===== src/rtl/riscv_pkg.sv =====
// RV32I base-ISA encodings shared by the decode pipeline: opcode map,
// instruction formats, decoded-field bundle and small decode helpers.
package riscv_pkg;

   typedef enum logic [6:0] {
      OPC_LOAD     = 7'h03,
      OPC_MISC_MEM = 7'h0F,
      OPC_OP_IMM   = 7'h13,
      OPC_AUIPC    = 7'h17,
      OPC_STORE    = 7'h23,
      OPC_OP       = 7'h33,
      OPC_LUI      = 7'h37,
      OPC_BRANCH   = 7'h63,
      OPC_JALR     = 7'h67,
      OPC_JAL      = 7'h6F,
      OPC_SYSTEM   = 7'h73
   } opcode_e;

   typedef enum logic [2:0] {
      FMT_R = 3'd0,
      FMT_I = 3'd1,
      FMT_S = 3'd2,
      FMT_B = 3'd3,
      FMT_U = 3'd4,
      FMT_J = 3'd5
   } fmt_e;

   // Opcode is kept raw so unknown encodings still flow through the pipe.
   typedef struct packed {
      logic [6:0] opcode;
      logic [4:0] rd;
      logic [4:0] rs1;
      logic [4:0] rs2;
      logic [2:0] funct3;
      logic [6:0] funct7;
      fmt_e       fmt;
   } decoded_instr_t;

   function automatic fmt_e opcode_fmt(input logic [6:0] opc);
      fmt_e f;
      case (opc)
         OPC_LUI, OPC_AUIPC:                  f = FMT_U;
         OPC_JAL:                             f = FMT_J;
         OPC_JALR, OPC_LOAD, OPC_OP_IMM,
         OPC_MISC_MEM, OPC_SYSTEM:            f = FMT_I;
         OPC_STORE:                           f = FMT_S;
         OPC_BRANCH:                          f = FMT_B;
         default:                             f = FMT_R;
      endcase
      return f;
   endfunction

   function automatic logic opcode_legal(input logic [6:0] opc);
      logic ok;
      case (opc)
         OPC_LOAD, OPC_MISC_MEM, OPC_OP_IMM, OPC_AUIPC, OPC_STORE, OPC_OP,
         OPC_LUI, OPC_BRANCH, OPC_JALR, OPC_JAL, OPC_SYSTEM: ok = 1'b1;
         default:                                            ok = 1'b0;
      endcase
      return ok;
   endfunction

   function automatic logic fmt_uses_rs1(input fmt_e f);
      return !((f == FMT_U) || (f == FMT_J));
   endfunction

   function automatic logic fmt_uses_rs2(input fmt_e f);
      return (f == FMT_R) || (f == FMT_S) || (f == FMT_B);
   endfunction

   function automatic decoded_instr_t decode_fields(input logic [31:0] instr);
      decoded_instr_t d;
      d.opcode = instr[6:0];
      d.rd     = instr[11:7];
      d.funct3 = instr[14:12];
      d.rs1    = instr[19:15];
      d.rs2    = instr[24:20];
      d.funct7 = instr[31:25];
      d.fmt    = opcode_fmt(instr[6:0]);
      return d;
   endfunction

endpackage


===== src/rtl/decode_pipe_if.sv =====
// Fetch-to-decode and decode-to-execute handshake bundle.
// master: the surrounding pipeline (fetch producer / execute consumer).
// slave:  the decode stage itself.
interface decode_pipe_if #(
   parameter int unsigned XLEN = 32
);
   import riscv_pkg::*;

   logic            fd_valid;
   logic            fd_ready;
   logic [31:0]     fd_instr;
   logic [XLEN-1:0] fd_pc;

   logic            de_valid;
   logic            de_ready;
   decoded_instr_t  de_decoded;
   logic [XLEN-1:0] de_pc;
   logic [XLEN-1:0] de_rs1_val;
   logic [XLEN-1:0] de_rs2_val;
   logic [XLEN-1:0] de_imm;
   logic            de_illegal;

   modport master (
      output fd_valid, fd_instr, fd_pc, de_ready,
      input  fd_ready, de_valid, de_decoded, de_pc, de_rs1_val, de_rs2_val,
             de_imm, de_illegal
   );

   modport slave (
      input  fd_valid, fd_instr, fd_pc, de_ready,
      output fd_ready, de_valid, de_decoded, de_pc, de_rs1_val, de_rs2_val,
             de_imm, de_illegal
   );
endinterface


===== src/rtl/imm_gen.sv =====
// Immediate extraction for RV32I formats, sign-extended to XLEN.
// R-type and unknown opcodes yield zero.
module imm_gen
   import riscv_pkg::*;
#(
   parameter int unsigned XLEN = 32
) (
   input  logic [31:0]     i_instr,
   output logic [XLEN-1:0] o_imm
);

   logic [31:0] w_imm32;

   // Reassemble the immediate bits according to the opcode's format
   always_comb begin
      w_imm32 = '0;
      case (opcode_fmt(i_instr[6:0]))
         FMT_I:   w_imm32 = {{20{i_instr[31]}}, i_instr[31:20]};
         FMT_S:   w_imm32 = {{20{i_instr[31]}}, i_instr[31:25], i_instr[11:7]};
         FMT_B:   w_imm32 = {{19{i_instr[31]}}, i_instr[31], i_instr[7],
                             i_instr[30:25], i_instr[11:8], 1'b0};
         FMT_U:   w_imm32 = {i_instr[31:12], 12'b0};
         FMT_J:   w_imm32 = {{11{i_instr[31]}}, i_instr[31], i_instr[19:12],
                             i_instr[20], i_instr[30:21], 1'b0};
         default: w_imm32 = '0;
      endcase
   end

   assign o_imm = XLEN'($signed(w_imm32));

endmodule


===== src/rtl/decode_pipe.sv =====
// Decode stage: small instruction queue, combinational decode of the queue
// head with register-file read, and a registered output stage. Load-use
// hazards against the instruction in the output stage insert one bubble.
module decode_pipe
   import riscv_pkg::*;
#(
   parameter int unsigned XLEN      = 32,
   parameter int unsigned QDEPTH    = 2,
   parameter bit          HAZARD_EN = 1'b1
) (
   input  logic             clk,
   input  logic             rst_n,
   decode_pipe_if.slave     bus,
   input  logic             flush,
   output logic [4:0]       rf_rs1_addr,
   output logic [4:0]       rf_rs2_addr,
   input  logic [XLEN-1:0]  rf_rs1_data,
   input  logic [XLEN-1:0]  rf_rs2_data,
   output logic [15:0]      stall_count
);

   localparam int unsigned PTR_W = (QDEPTH > 1) ? $clog2(QDEPTH) : 1;
   localparam int unsigned CNT_W = $clog2(QDEPTH + 1);

   logic [31:0]      r_instr_mem [QDEPTH];
   logic [XLEN-1:0]  r_pc_mem    [QDEPTH];
   logic [PTR_W-1:0] r_wr_ptr;
   logic [PTR_W-1:0] r_rd_ptr;
   logic [CNT_W-1:0] r_count;

   logic             r_de_valid;
   decoded_instr_t   r_de_decoded;
   logic [XLEN-1:0]  r_de_pc;
   logic [XLEN-1:0]  r_de_rs1_val;
   logic [XLEN-1:0]  r_de_rs2_val;
   logic [XLEN-1:0]  r_de_imm;
   logic             r_de_illegal;
   logic [15:0]      r_stall_count;

   logic             w_fd_ready;
   logic             w_push;
   logic             w_head_valid;
   logic [31:0]      w_head_instr;
   logic [XLEN-1:0]  w_head_pc;
   decoded_instr_t   w_head;
   logic [XLEN-1:0]  w_head_imm;
   logic             w_hazard;
   logic             w_advance;

   function automatic logic [PTR_W-1:0] ptr_next(input logic [PTR_W-1:0] p);
      return (p == PTR_W'(QDEPTH - 1)) ? '0 : p + 1'b1;
   endfunction

   // Full queue refuses fetch even when the head pops in the same cycle.
   assign w_fd_ready   = (r_count != CNT_W'(QDEPTH));
   assign w_push       = bus.fd_valid && w_fd_ready;
   assign w_head_valid = (r_count != '0);
   assign w_head_instr = r_instr_mem[r_rd_ptr];
   assign w_head_pc    = r_pc_mem[r_rd_ptr];
   assign w_head       = decode_fields(w_head_instr);

   imm_gen #(.XLEN(XLEN)) u_imm_gen (
      .i_instr (w_head_instr),
      .o_imm   (w_head_imm)
   );

   // Load in the output stage whose rd feeds a source of the queue head
   always_comb begin
      w_hazard = 1'b0;
      if (HAZARD_EN && r_de_valid && w_head_valid &&
          (r_de_decoded.opcode == OPC_LOAD) && (r_de_decoded.rd != 5'd0)) begin
         if (fmt_uses_rs1(w_head.fmt) && (w_head.rs1 == r_de_decoded.rd))
            w_hazard = 1'b1;
         if (fmt_uses_rs2(w_head.fmt) && (w_head.rs2 == r_de_decoded.rd))
            w_hazard = 1'b1;
      end
   end

   assign w_advance = w_head_valid && (!r_de_valid || bus.de_ready) && !w_hazard;

   // Queue storage; contents are don't-care while the occupancy is zero
   always_ff @(posedge clk) begin
      if (rst_n && !flush && w_push) begin
         r_instr_mem[r_wr_ptr] <= bus.fd_instr;
         r_pc_mem[r_wr_ptr]    <= bus.fd_pc;
      end
   end

   // Queue pointers and occupancy; flush empties the queue outright
   always_ff @(posedge clk) begin
      if (!rst_n || flush) begin
         r_wr_ptr <= '0;
         r_rd_ptr <= '0;
         r_count  <= '0;
      end else begin
         if (w_push)
            r_wr_ptr <= ptr_next(r_wr_ptr);
         if (w_advance)
            r_rd_ptr <= ptr_next(r_rd_ptr);
         case ({w_push, w_advance})
            2'b10:   r_count <= r_count + 1'b1;
            2'b01:   r_count <= r_count - 1'b1;
            default: r_count <= r_count;
         endcase
      end
   end

   // Output stage: load on advance, hold under backpressure, else drain
   always_ff @(posedge clk) begin
      if (!rst_n) begin
         r_de_valid   <= 1'b0;
         r_de_decoded <= '0;
         r_de_pc      <= '0;
         r_de_rs1_val <= '0;
         r_de_rs2_val <= '0;
         r_de_imm     <= '0;
         r_de_illegal <= 1'b0;
      end else if (flush) begin
         r_de_valid <= 1'b0;
      end else if (w_advance) begin
         r_de_valid   <= 1'b1;
         r_de_decoded <= w_head;
         r_de_pc      <= w_head_pc;
         r_de_rs1_val <= rf_rs1_data;
         r_de_rs2_val <= rf_rs2_data;
         r_de_imm     <= w_head_imm;
         r_de_illegal <= !opcode_legal(w_head.opcode);
      end else if (bus.de_ready) begin
         r_de_valid <= 1'b0;
      end
   end

   // Count bubble cycles caused by load-use hazards, saturating
   always_ff @(posedge clk) begin
      if (!rst_n) begin
         r_stall_count <= '0;
      end else if (!flush && w_hazard && bus.de_ready && (r_stall_count != 16'hFFFF)) begin
         r_stall_count <= r_stall_count + 16'd1;
      end
   end

   assign bus.fd_ready   = w_fd_ready;
   assign bus.de_valid   = r_de_valid;
   assign bus.de_decoded = r_de_decoded;
   assign bus.de_pc      = r_de_pc;
   assign bus.de_rs1_val = r_de_rs1_val;
   assign bus.de_rs2_val = r_de_rs2_val;
   assign bus.de_imm     = r_de_imm;
   assign bus.de_illegal = r_de_illegal;
   assign rf_rs1_addr    = w_head.rs1;
   assign rf_rs2_addr    = w_head.rs2;
   assign stall_count    = r_stall_count;

endmodule


===== src/flat_wrapper.sv =====
// flat-port wrapper written by rule: the top's interface ports become plain ports
module decode_pipe_flat import riscv_pkg::*;
#(
   parameter int unsigned XLEN      = 32,
   parameter int unsigned QDEPTH    = 2,
   parameter bit          HAZARD_EN = 1'b1
)
  (clk, rst_n, flush, rf_rs1_addr, rf_rs2_addr, rf_rs1_data, rf_rs2_data, stall_count, bus_fd_valid, bus_fd_instr, bus_fd_pc, bus_de_ready, bus_fd_ready, bus_de_valid, bus_de_decoded, bus_de_pc, bus_de_rs1_val, bus_de_rs2_val, bus_de_imm, bus_de_illegal);
  decode_pipe_if #(.XLEN(XLEN)) bus_i ();
  input  logic clk;
  input  logic rst_n;
  input  logic flush;
  output logic [4:0] rf_rs1_addr;
  output logic [4:0] rf_rs2_addr;
  input  logic [XLEN-1:0] rf_rs1_data;
  input  logic [XLEN-1:0] rf_rs2_data;
  output logic [15:0] stall_count;
  input wire logic [$bits(bus_i.fd_valid)-1:0] bus_fd_valid;
  input wire logic [$bits(bus_i.fd_instr)-1:0] bus_fd_instr;
  input wire logic [$bits(bus_i.fd_pc)-1:0] bus_fd_pc;
  input wire logic [$bits(bus_i.de_ready)-1:0] bus_de_ready;
  output wire logic [$bits(bus_i.fd_ready)-1:0] bus_fd_ready;
  output wire logic [$bits(bus_i.de_valid)-1:0] bus_de_valid;
  output wire logic [$bits(bus_i.de_decoded)-1:0] bus_de_decoded;
  output wire logic [$bits(bus_i.de_pc)-1:0] bus_de_pc;
  output wire logic [$bits(bus_i.de_rs1_val)-1:0] bus_de_rs1_val;
  output wire logic [$bits(bus_i.de_rs2_val)-1:0] bus_de_rs2_val;
  output wire logic [$bits(bus_i.de_imm)-1:0] bus_de_imm;
  output wire logic [$bits(bus_i.de_illegal)-1:0] bus_de_illegal;
  assign bus_i.fd_valid = bus_fd_valid;
  assign bus_i.fd_instr = bus_fd_instr;
  assign bus_i.fd_pc = bus_fd_pc;
  assign bus_i.de_ready = bus_de_ready;
  assign bus_fd_ready = bus_i.fd_ready;
  assign bus_de_valid = bus_i.de_valid;
  assign bus_de_decoded = bus_i.de_decoded;
  assign bus_de_pc = bus_i.de_pc;
  assign bus_de_rs1_val = bus_i.de_rs1_val;
  assign bus_de_rs2_val = bus_i.de_rs2_val;
  assign bus_de_imm = bus_i.de_imm;
  assign bus_de_illegal = bus_i.de_illegal;
  decode_pipe #(.XLEN(XLEN), .QDEPTH(QDEPTH), .HAZARD_EN(HAZARD_EN)) u_core (.clk(clk), .rst_n(rst_n), .bus(bus_i), .flush(flush), .rf_rs1_addr(rf_rs1_addr), .rf_rs2_addr(rf_rs2_addr), .rf_rs1_data(rf_rs1_data), .rf_rs2_data(rf_rs2_data), .stall_count(stall_count));
endmodule

===== config.mk =====
export PLATFORM = sky130hd
export DESIGN_NAME = decode_pipe_flat
export DESIGN_NICKNAME = d
export VERILOG_FILES = /design/src/rtl/riscv_pkg.sv /design/src/rtl/decode_pipe_if.sv /design/src/rtl/imm_gen.sv /design/src/rtl/decode_pipe.sv /design/src/flat_wrapper.sv
export SDC_FILE = /design/constraint.sdc
export NUM_CORES = 1
export LEC_CHECK = 0
export CORE_MARGIN = 3
export CORE_UTILIZATION = 49
export CTS_CLUSTER_SIZE = 25
export DETAILED_ROUTE_END_ITERATION = 8
export PLACE_DENSITY_LB_ADDON = 0.3
export SETUP_SLACK_MARGIN = 0.02
export SKIP_LAST_GASP = 1
export SLEW_MARGIN = 15
export SYNTH_ARGS = -nofsm -noshare
export SYNTH_HDL_FRONTEND = slang
export SYNTH_SLANG_ARGS = --single-unit

===== constraint.sdc =====
create_clock -name clk -period 7.75 [get_ports clk]
set_input_delay 1.55 -clock clk [delete_from_list [all_inputs] [get_ports clk]]
set_output_delay 1.55 -clock clk [all_outputs]
set_load 0.03 [all_outputs]

Yosys cells after proc, flatten, opt, wreduce, memory -nomap -nowiden
Memory sizes are Yosys's and may differ from the RTL's. A register that Yosys moved wholly into a read port is not among the register bits.
Cells that the tools add are included.
{"block": "op_classes", "add_sub_neg": 5, "eq_ne": 23, "n_mux": 18, "bitwise_logic": 2, "n_reduce_logical": 35}
{"operator": "case mux 32 bit (5 select lines)", "n": 1}
{"operator": "equality test 7 bit, second input constant", "n": 4}
{"operator": "equality test 7 x 6 -> 1 bit, second input constant", "n": 3}
{"operator": "adder 16 x 1 -> 16 bit, second input constant", "n": 1}
{"operator": "!= test 16 bit, second input constant", "n": 1}
{"operator": "2-to-1 mux 1 bit", "n": 15}
{"operator": "case mux 3 bit (5 select lines)", "n": 1}
{"operator": "equality test 7 x 2 -> 1 bit, second input constant", "n": 2}
{"operator": "equality test 7 x 5 -> 1 bit, second input constant", "n": 2}
{"operator": "logical AND 1 bit", "n": 13}
{"operator": "OR reduction 11 bit", "n": 1}
{"operator": "equality test 5 bit", "n": 2}
{"operator": "equality test 7 x 4 -> 1 bit, second input constant", "n": 1}
{"operator": "zero test 1 bit", "n": 7}
{"operator": "equality test 3 x 2 -> 1 bit, second input constant", "n": 2}
{"operator": "equality test 3 bit, second input constant", "n": 2}
{"operator": "nonzero test 2 bit", "n": 3}
{"operator": "logical OR 1 bit", "n": 5}
{"operator": "nonzero test 5 bit", "n": 1}
{"operator": "OR reduction 5 bit", "n": 1}
{"operator": "case mux 2 bit (2 select lines)", "n": 1}
{"operator": "OR reduction 2 bit", "n": 2}
{"operator": "equality test 3 x 1 -> 1 bit, second input constant", "n": 1}
{"operator": "zero test 3 bit", "n": 1}
{"operator": "other kinds (8)", "n": 10}
{"block": "totals", "register_bits": 153, "ramBits": 128, "in_bits": 133, "out_inout_bits": 192, "elab_cells": 101, "memories": 2}
{"memory": "u_core.r_instr_mem", "words": 2, "width": 32, "read_ports": 1, "rd_ports_with_merged_regs": 1, "write_ports": 1, "line": "decode_pipe.sv:25", "rtl": "logic [31:0] r_instr_mem [QDEPTH];"}
{"memory": "u_core.r_pc_mem", "words": 2, "width": 32, "read_ports": 1, "rd_ports_with_merged_regs": 1, "write_ports": 1, "line": "decode_pipe.sv:26", "rtl": "logic [XLEN-1:0] r_pc_mem [QDEPTH];"}

Logic depth before layout (Yosys ltp)
Gate-level depths: netlist of run 1.
{"block": "logic_depth", "word_depth": 16, "mapped_depth": 14, "mapped_depth_nobuf": 10}

Hierarchy
Synthesis of run 1 repeated with hierarchy kept, for this count alone.
{"block": "unflattened", "hier_cells": 1184, "area_unflattened_um2": 12963.7}
{"module": "decode_pipe", "instances": 1, "cells_each": 1089, "area_each_um2": 12355.6, "seq_area_each_um2": 7567.3}
{"module": "imm_gen", "instances": 1, "cells_each": 95, "area_each_um2": 608.1, "seq_area_each_um2": 0.0}

Worst setup path before layout of run 1
Ideal clock, no wire load.
{"block": "synth_timing", "kind": "input-to-reg", "startpoint": "input port flush", "endpoint": "memory u_core.r_instr_mem[0][0], enable pin", "setup_time_ns": 0.565, "arrival_ns": 6.195, "required_ns": 7.185, "setup_slack_ns": 0.990, "cell_stages": 3, "path_buffers": 1, "cell_sequence": "nand2b_1 clkbuf_1 nor3_1"}
{"block": "synth_between", "elab_chain_cells": 5}
{"item": "start, declared", "line": "flat_wrapper.sv:12", "rtl": "input logic flush;"}
{"item": "zero test 1 bit", "line": "decode_pipe.sv:83", "rtl": "if (rst_n && !flush && w_push) begin"}
{"item": "logical AND 1 bit (2 in a row)", "line": "decode_pipe.sv:83"}
{"item": "2-to-1 mux 1 bit", "line": "decode_pipe.sv:83"}
{"item": "2-to-1 mux 1 bit (implied by the code)", "line": "decode_pipe.sv:84", "rtl": "r_instr_mem[r_wr_ptr] <= bus.fd_instr;"}
{"item": "end, declared", "line": "decode_pipe.sv:25"}
No other way between the ends.

==> results of run 1 <==
## placed cells by master, fill, tap and decap left out, types with 2 or more instances in the layout
cell type	netlist	final
clkdlybuf4s50_1	0	323
nand2_1	205	204
dfxtp_1	186	184
mux2i_1	139	139
edfxtp_1	128	128
nand4_1	99	99
o31ai_1	69	69
clkbuf_16	0	34
o21ai_0	31	31
o21ai_1	27	27
inv_1	23	23
clkbuf_1	65	15
nand2b_1	13	13
xnor2_1	13	13
nor4_1	12	12
nand3_1	12	12
a21oi_1	11	11
nor2_1	11	11
mux2_2	10	10
buf_4	13	9
clkbuf_8	0	8
or4_1	5	5
nor3_1	7	5
o22ai_1	4	4
or3_1	4	4
mux2_4	3	3
o211ai_1	3	3
mux2i_2	2	2
o21a_1	2	2
nor3_2	0	2
nand2_4	0	2
and3_1	2	2
ha_1	2	2
dfxtp_2	0	2
inv_6	0	2
## area by class of cell
cell class              count  area (um2)  share of cell area
well taps                 330         413              0.0242
clock buffers              56        1000              0.0588
inverters                  24        90.1             0.00527
multi-input cells         706        4610               0.270
diodes                      1        2.50            0.000147
repair buffers            333        3310               0.194
clock inverters             6        76.3             0.00447
flip-flops and latches    314        7570               0.443
## stage by stage
step	utilization	instances	worst slack, ps	power [mW]	area [um2]
after floorplan	-	1147	990	3.17	12700
after global placement	0.632	1707	2800	3.75	16000
after detailed placement	0.632	1707	2750	3.78	16000
after CTS	0.674	1769	3040	5.34	17100
after global routing	0.674	1770	2890	5.52	17100
final	0.674	1770	3070	5.31	17100
## logic make-up (layout without fill, tap and decap cells)
logic type                 count (synthesis)  count (layout)  share of synthesized area
AOI/OAI and AO/OA                        160             160                     0.0828
xor gates and xnor gates                  14              14                    0.00964
adders and majority gates                  2               2                    0.00197
buffers and inverters                    127             419                     0.0446
DFF                                      314             314                      0.595
muxes                                    154             154                      0.124
other                                      0               1                          0
and+or+nand+nor                          376             376                      0.142
## registers in the layout (all words and copies together), names as in the netlist, named ones only
register and count:
u_core.bus.de_decoded 35, u_core.bus.de_pc 32, u_core.r_count 2, u_core.r_instr_mem 64, u_core.r_wr_ptr 1, u_core.bus.de_imm 32, u_core.r_rd_ptr 1, u_core.bus.de_rs2_val 32
u_core.stall_count 16, u_core.bus.de_illegal 1, u_core.bus.de_rs1_val 32, u_core.r_pc_mem 64, u_core.bus.de_valid 1
## tightest hold or removal path, delay by kind of cell, from the launching register on
kind,cells,cell delay (ps)
flip-flops,1,310
multiplexers,1,50
AND/OR/NAND/NOR,1,50
## metal layers
layer / routed length (um) / up-vias / share of wire / track usage
met5: 0 / - / 0 / 0
met4: 950 / 0 / 0.027 / 0.0753
met3: 3030 / 72 / 0.085 / 0.0598
met2: 17300 / 426 / 0.49 / 0.415
met1: 14300 / 4803 / 0.40 / 0.305
li1: - / 4713 / - / -
## power breakdown
part           total, mW  internal (mW)  switching, mW
logic               1.70          0.663           1.03
registers           2.05           1.92          0.133
clock network       1.56          0.922          0.638
## final timing paths
kind                               end  slack (ps)  cells past startpoint
max                     rf_rs1_addr[4]        3070                      4
min          u_core.bus.de_rs2_val[18]         450                      2
max reg2reg   u_core.bus.de_rs2_val[2]        3160                      7
min reg2reg  u_core.bus.de_rs2_val[18]         450                      2
==> metrics.txt, run 1 <==
Synth top area share 0.302; die area 27900 um2; number of synthesized register bits 314; WS Path Type register to output port; slowest stage delay, CP 740 ps; hold_sp u_core.bus.de_rs2_val[18]; drt first pass iters 6; clk sinks 314; WHS 454 ps; Max Slew Vio Count 0; setup tns final 0 ps; Distinct cells, synth 52; Worst-path clk slew 60 ps; routed via count 10000; main area contributors after synthesis edfxtp_1, dfxtp_1, mux2i_1; Worst Tran Pin Value 1230 ps; RSZ-0062 raised after global routing false; largest area contributor in the netlist edfxtp_1; Nets 1548; Post-CTS Setup Bufs 0; WL/cell 20.1 um; post_cts resized 0; status finished, final reports clean; DRC violations left 0; mean number of vias per cell 5.66; share of synthesized area occupied by flip-flops and latches 0.595; fmax 0.214 GHz; Core ar. 25300 um2; FFs w/ async S/R, synth 0; GR Util All Layers 0.242; number of global-route vias before repair 9708; Longest Clk Path Bufs 3; HPWL Detailed 23.4 mm; pwr dens 311 nW/um2; first-pass GRT wire length 54.3 mm; CP arrival 3130 ps; H-tree Lvls 2; Avg Synthesized Cell Area 11.1 um2; GRT overflow 0; Detail Route Antenna Nets 0; top-count cell post-synth nand2_1; num ports 325; antenna violations before repair 1; initial drt markers 933; Slowest-stage cell, CP mux2i_1; Pleak 5.73 nW; Die H 167 um; worst clock skew 26.0 ps; cts hold-fix bufs 0; syn_nets 1282; Syn-to-layout area delta 34.3%; critical path peak fanout 30; startpoint types register; CP top delay family buffers and inverters; share of layout cells above drive strength 1 0.0584; Most used DFF post-synth dfxtp_1; Ys Warns 0; Initial Utilization 0.502; cell area after synthesis 12700 um2; die span in x 167 um; Worst Path Buf+Inv 3; fin crit share 0.604; CTS root buffer clkbuf_16; fin crit period 4680 ps; routability cong. 0.887; TritonCTS buffer count 34; CP Capture Type output port; maxcap violations 0; final hold vios 0; post-synthesis cell count 1147; fillers 1883; Final Setup Violations 0; most frequent cells after synthesis nand2_1, dfxtp_1, mux2i_1; TritonCTS clock tree built; worst rel slew slack 0.181; Post-synth EDFFs 128; peak supply drop 0.239 mV; CP cell instances buf_4 > mux2i_1 > inv_1 > clkdlybuf4s50_1; required time worst endpoint 6200 ps; largest net degree at the start of global routing 113; Hold Crit Class register to register; routed wire length 35.6 mm; clk_lat worst skew 530 ps; num rows 58; IO Port Bufs 324
(Power assumes the default switching activity.)
==> run 2, diff against run 1 <==
- clock period: 7.75 -> 4.4 ns (I/O delays scaled with it)
==> run 2 against run 1 <==
  * Die area is the same
  * Count of clock-buffer cells in the layout shrank 6
  * Largest cell class unchanged
  * Highest routed layer unchanged
  * Critical endpoint is now u_core.bus.de_pc[12]
  * Global-route usage grew 0.58 points
  * Cell area grew 1.2%
  * Non-clock buffer count grew 10
  * Setup slack lost 2600 ps
  * Total power grew 80%
==> metrics.txt, run 2 (synthesized netlist as in run 1, its figures left out) <==
DRC violations left 0 (unchanged); critical path peak fanout 30 (unchanged); routability cong. 0.912 (+2.9%); worst rel slew slack 0.249 (+0.0680); TritonCTS clock tree built; routed wire length 36.1 mm (+1.5%); post-route cell area 17300 um2 (+1.2%); Core ar. 25300 um2 (unchanged); fin crit period 3920 ps; CTS root buffer clkbuf_16; final hold vios 0 (unchanged); Syn-to-layout area delta 36.0%; Top Usage Layer GRT met2; hold_sp u_core.bus.de_rs2_val[23]; FF-to-FF setup slack 480 ps (-2680 ps); pre-CTS WS 521 ps (-2230 ps); most common cell after layout, fill and taps aside clkdlybuf4s50_1; hold endpoint u_core.bus.de_rs2_val[23]; drt first pass iters 5 (-1); worst setup margin 478 ps (-2590 ps); status finished, final reports clean; first-pass GRT wire length 55.8 mm (+2.6%); die span in x 167 um (unchanged); CP arrival 4330 ps (+1200 ps); H-tree Lvls 2 (unchanged); Die H 167 um (unchanged); WL/cell 20.3 um (+0.97%); Longest Clk Path Bufs 3 (unchanged); Reg2Reg Depth 8 (+1); IO Port Bufs 324 (unchanged); worst clock skew 26.4 ps (+0.369 ps); largest net degree at the start of global routing 94 (-17%); fin crit share 0.891; Pleak 5.84 nW (+1.9%); WS Path Type register to register; clk_lat worst skew 510 ps (-20 ps); num ports 325 (unchanged); maxcap violations 0 (unchanged); clk sinks 314 (unchanged); HPWL Detailed 24.3 mm (+4.1%); mean number of vias per cell 5.65 (-0.13%); pwr dens 552 nW/um2 (+77%); required time worst endpoint 4810 ps (-1390 ps); Post-CTS Setup Bufs 0 (unchanged); M2 GR Usage 0.417 (+0.00265); CP Capture Type register; global-route track usage on met3 0.0745 (+0.0147); dpl cell area 16100 um2 (+0.94%); met1 Resource Use GR 0.299 (-0.00537); Max Slew Vio Count 0 (unchanged); initial drt markers 921 (-1.3%); TritonCTS buffer count 34 (unchanged); GRT overflow 0 (unchanged); reg2reg end u_core.bus.de_pc[12]; share of layout cells above drive strength 1 0.0669 (+0.00857); antenna violations before repair 1 (unchanged); Worst-path clk slew 60 ps (about the same); total power 9.54 mW (+80%); RSZ-0062 raised after global routing false; routed via count 10100 (+0.43%); post_cts resized 0 (unchanged); Worst Hold Path Cells 2 (unchanged); Final Setup Violations 0 (unchanged); peak supply drop 0.424 mV (+78%); cts hold-fix bufs 0 (unchanged); num rows 58 (unchanged); WHS 453 ps (-1.24 ps); die area 27900 um2 (unchanged); GR Util All Layers 0.248 (+0.00578); Detail Route Antenna Nets 0 (unchanged); fmax 0.255 GHz; number of global-route vias before repair 9820 (+1.2%); Worst Tran Pin Value 1130 ps (-102 ps); Initial Utilization 0.502 (unchanged); most frequent cells in the layout clkdlybuf4s50_1, nand2_1, dfxtp_1, mux2i_1, edfxtp_1; Nets 1558 (+0.65%); startpoint types register; Hold Crit Class register to register
==> run 2: where the power goes <==
part | internal (mW) | switching [mW] | total, mW
sequential | 3.38 | 0.299 | 3.68
combinational | 1.22 | 1.76 | 2.98
clock | 1.74 | 1.14 | 2.88
==> run 2: final cells by class <==
class | count | area (um2)
fillers | 1917 | 8040
flip-flops and latches | 314 | 7570
multi-input cells | 706 | 4610
repair buffers | 343 | 3460
clock buffers | 50 | 982
well taps | 330 | 413
clock inverters | 12 | 159
inverters | 24 | 90.1
diodes | 1 | 2.50
==> run 2: worst max path at each step <==
stage                   from                        end  slack (ps)  cells after the start
floorplan              flush   u_core.r_instr_mem[0][0]       -1690                      3
global placement    register  u_core.bus.de_decoded[26]         600                      8
detailed placement  register  u_core.bus.de_decoded[12]         520                      8
CTS                 register  u_core.bus.de_decoded[11]         500                      8
global route        register       u_core.bus.de_pc[11]         170                      8
finish              register       u_core.bus.de_pc[12]         480                      8
==> run 2: worst max-delay path, stage by stage, from the launching register on <==
cell	delay (ps)
dfxtp_2	890
mux2i_2	550
nand3_1	290
a21oi_1	300
o21a_1	220
o21a_1	620
o21ai_4	360
buf_4	280
o31ai_1	290
==> run 2: routing by layer <==
layer / vias up / part of all wire
met2: 502 / 0.48
met4: 0 / 0.040
met5: - / 0
met3: 79 / 0.098
met1: 4736 / 0.38
li1: 4740 / -
==> run 2: through the flow <==
step,setup TNS [ps],utilization,cells
6_report,0,0.683,1780
5_1_grt,0,0.683,1780
4_1_cts,0,0.683,1779
3_5_place_dp,0,0.638,1717
3_3_place_gp,0,0.638,1717
2_1_floorplan,-216300,-,1147
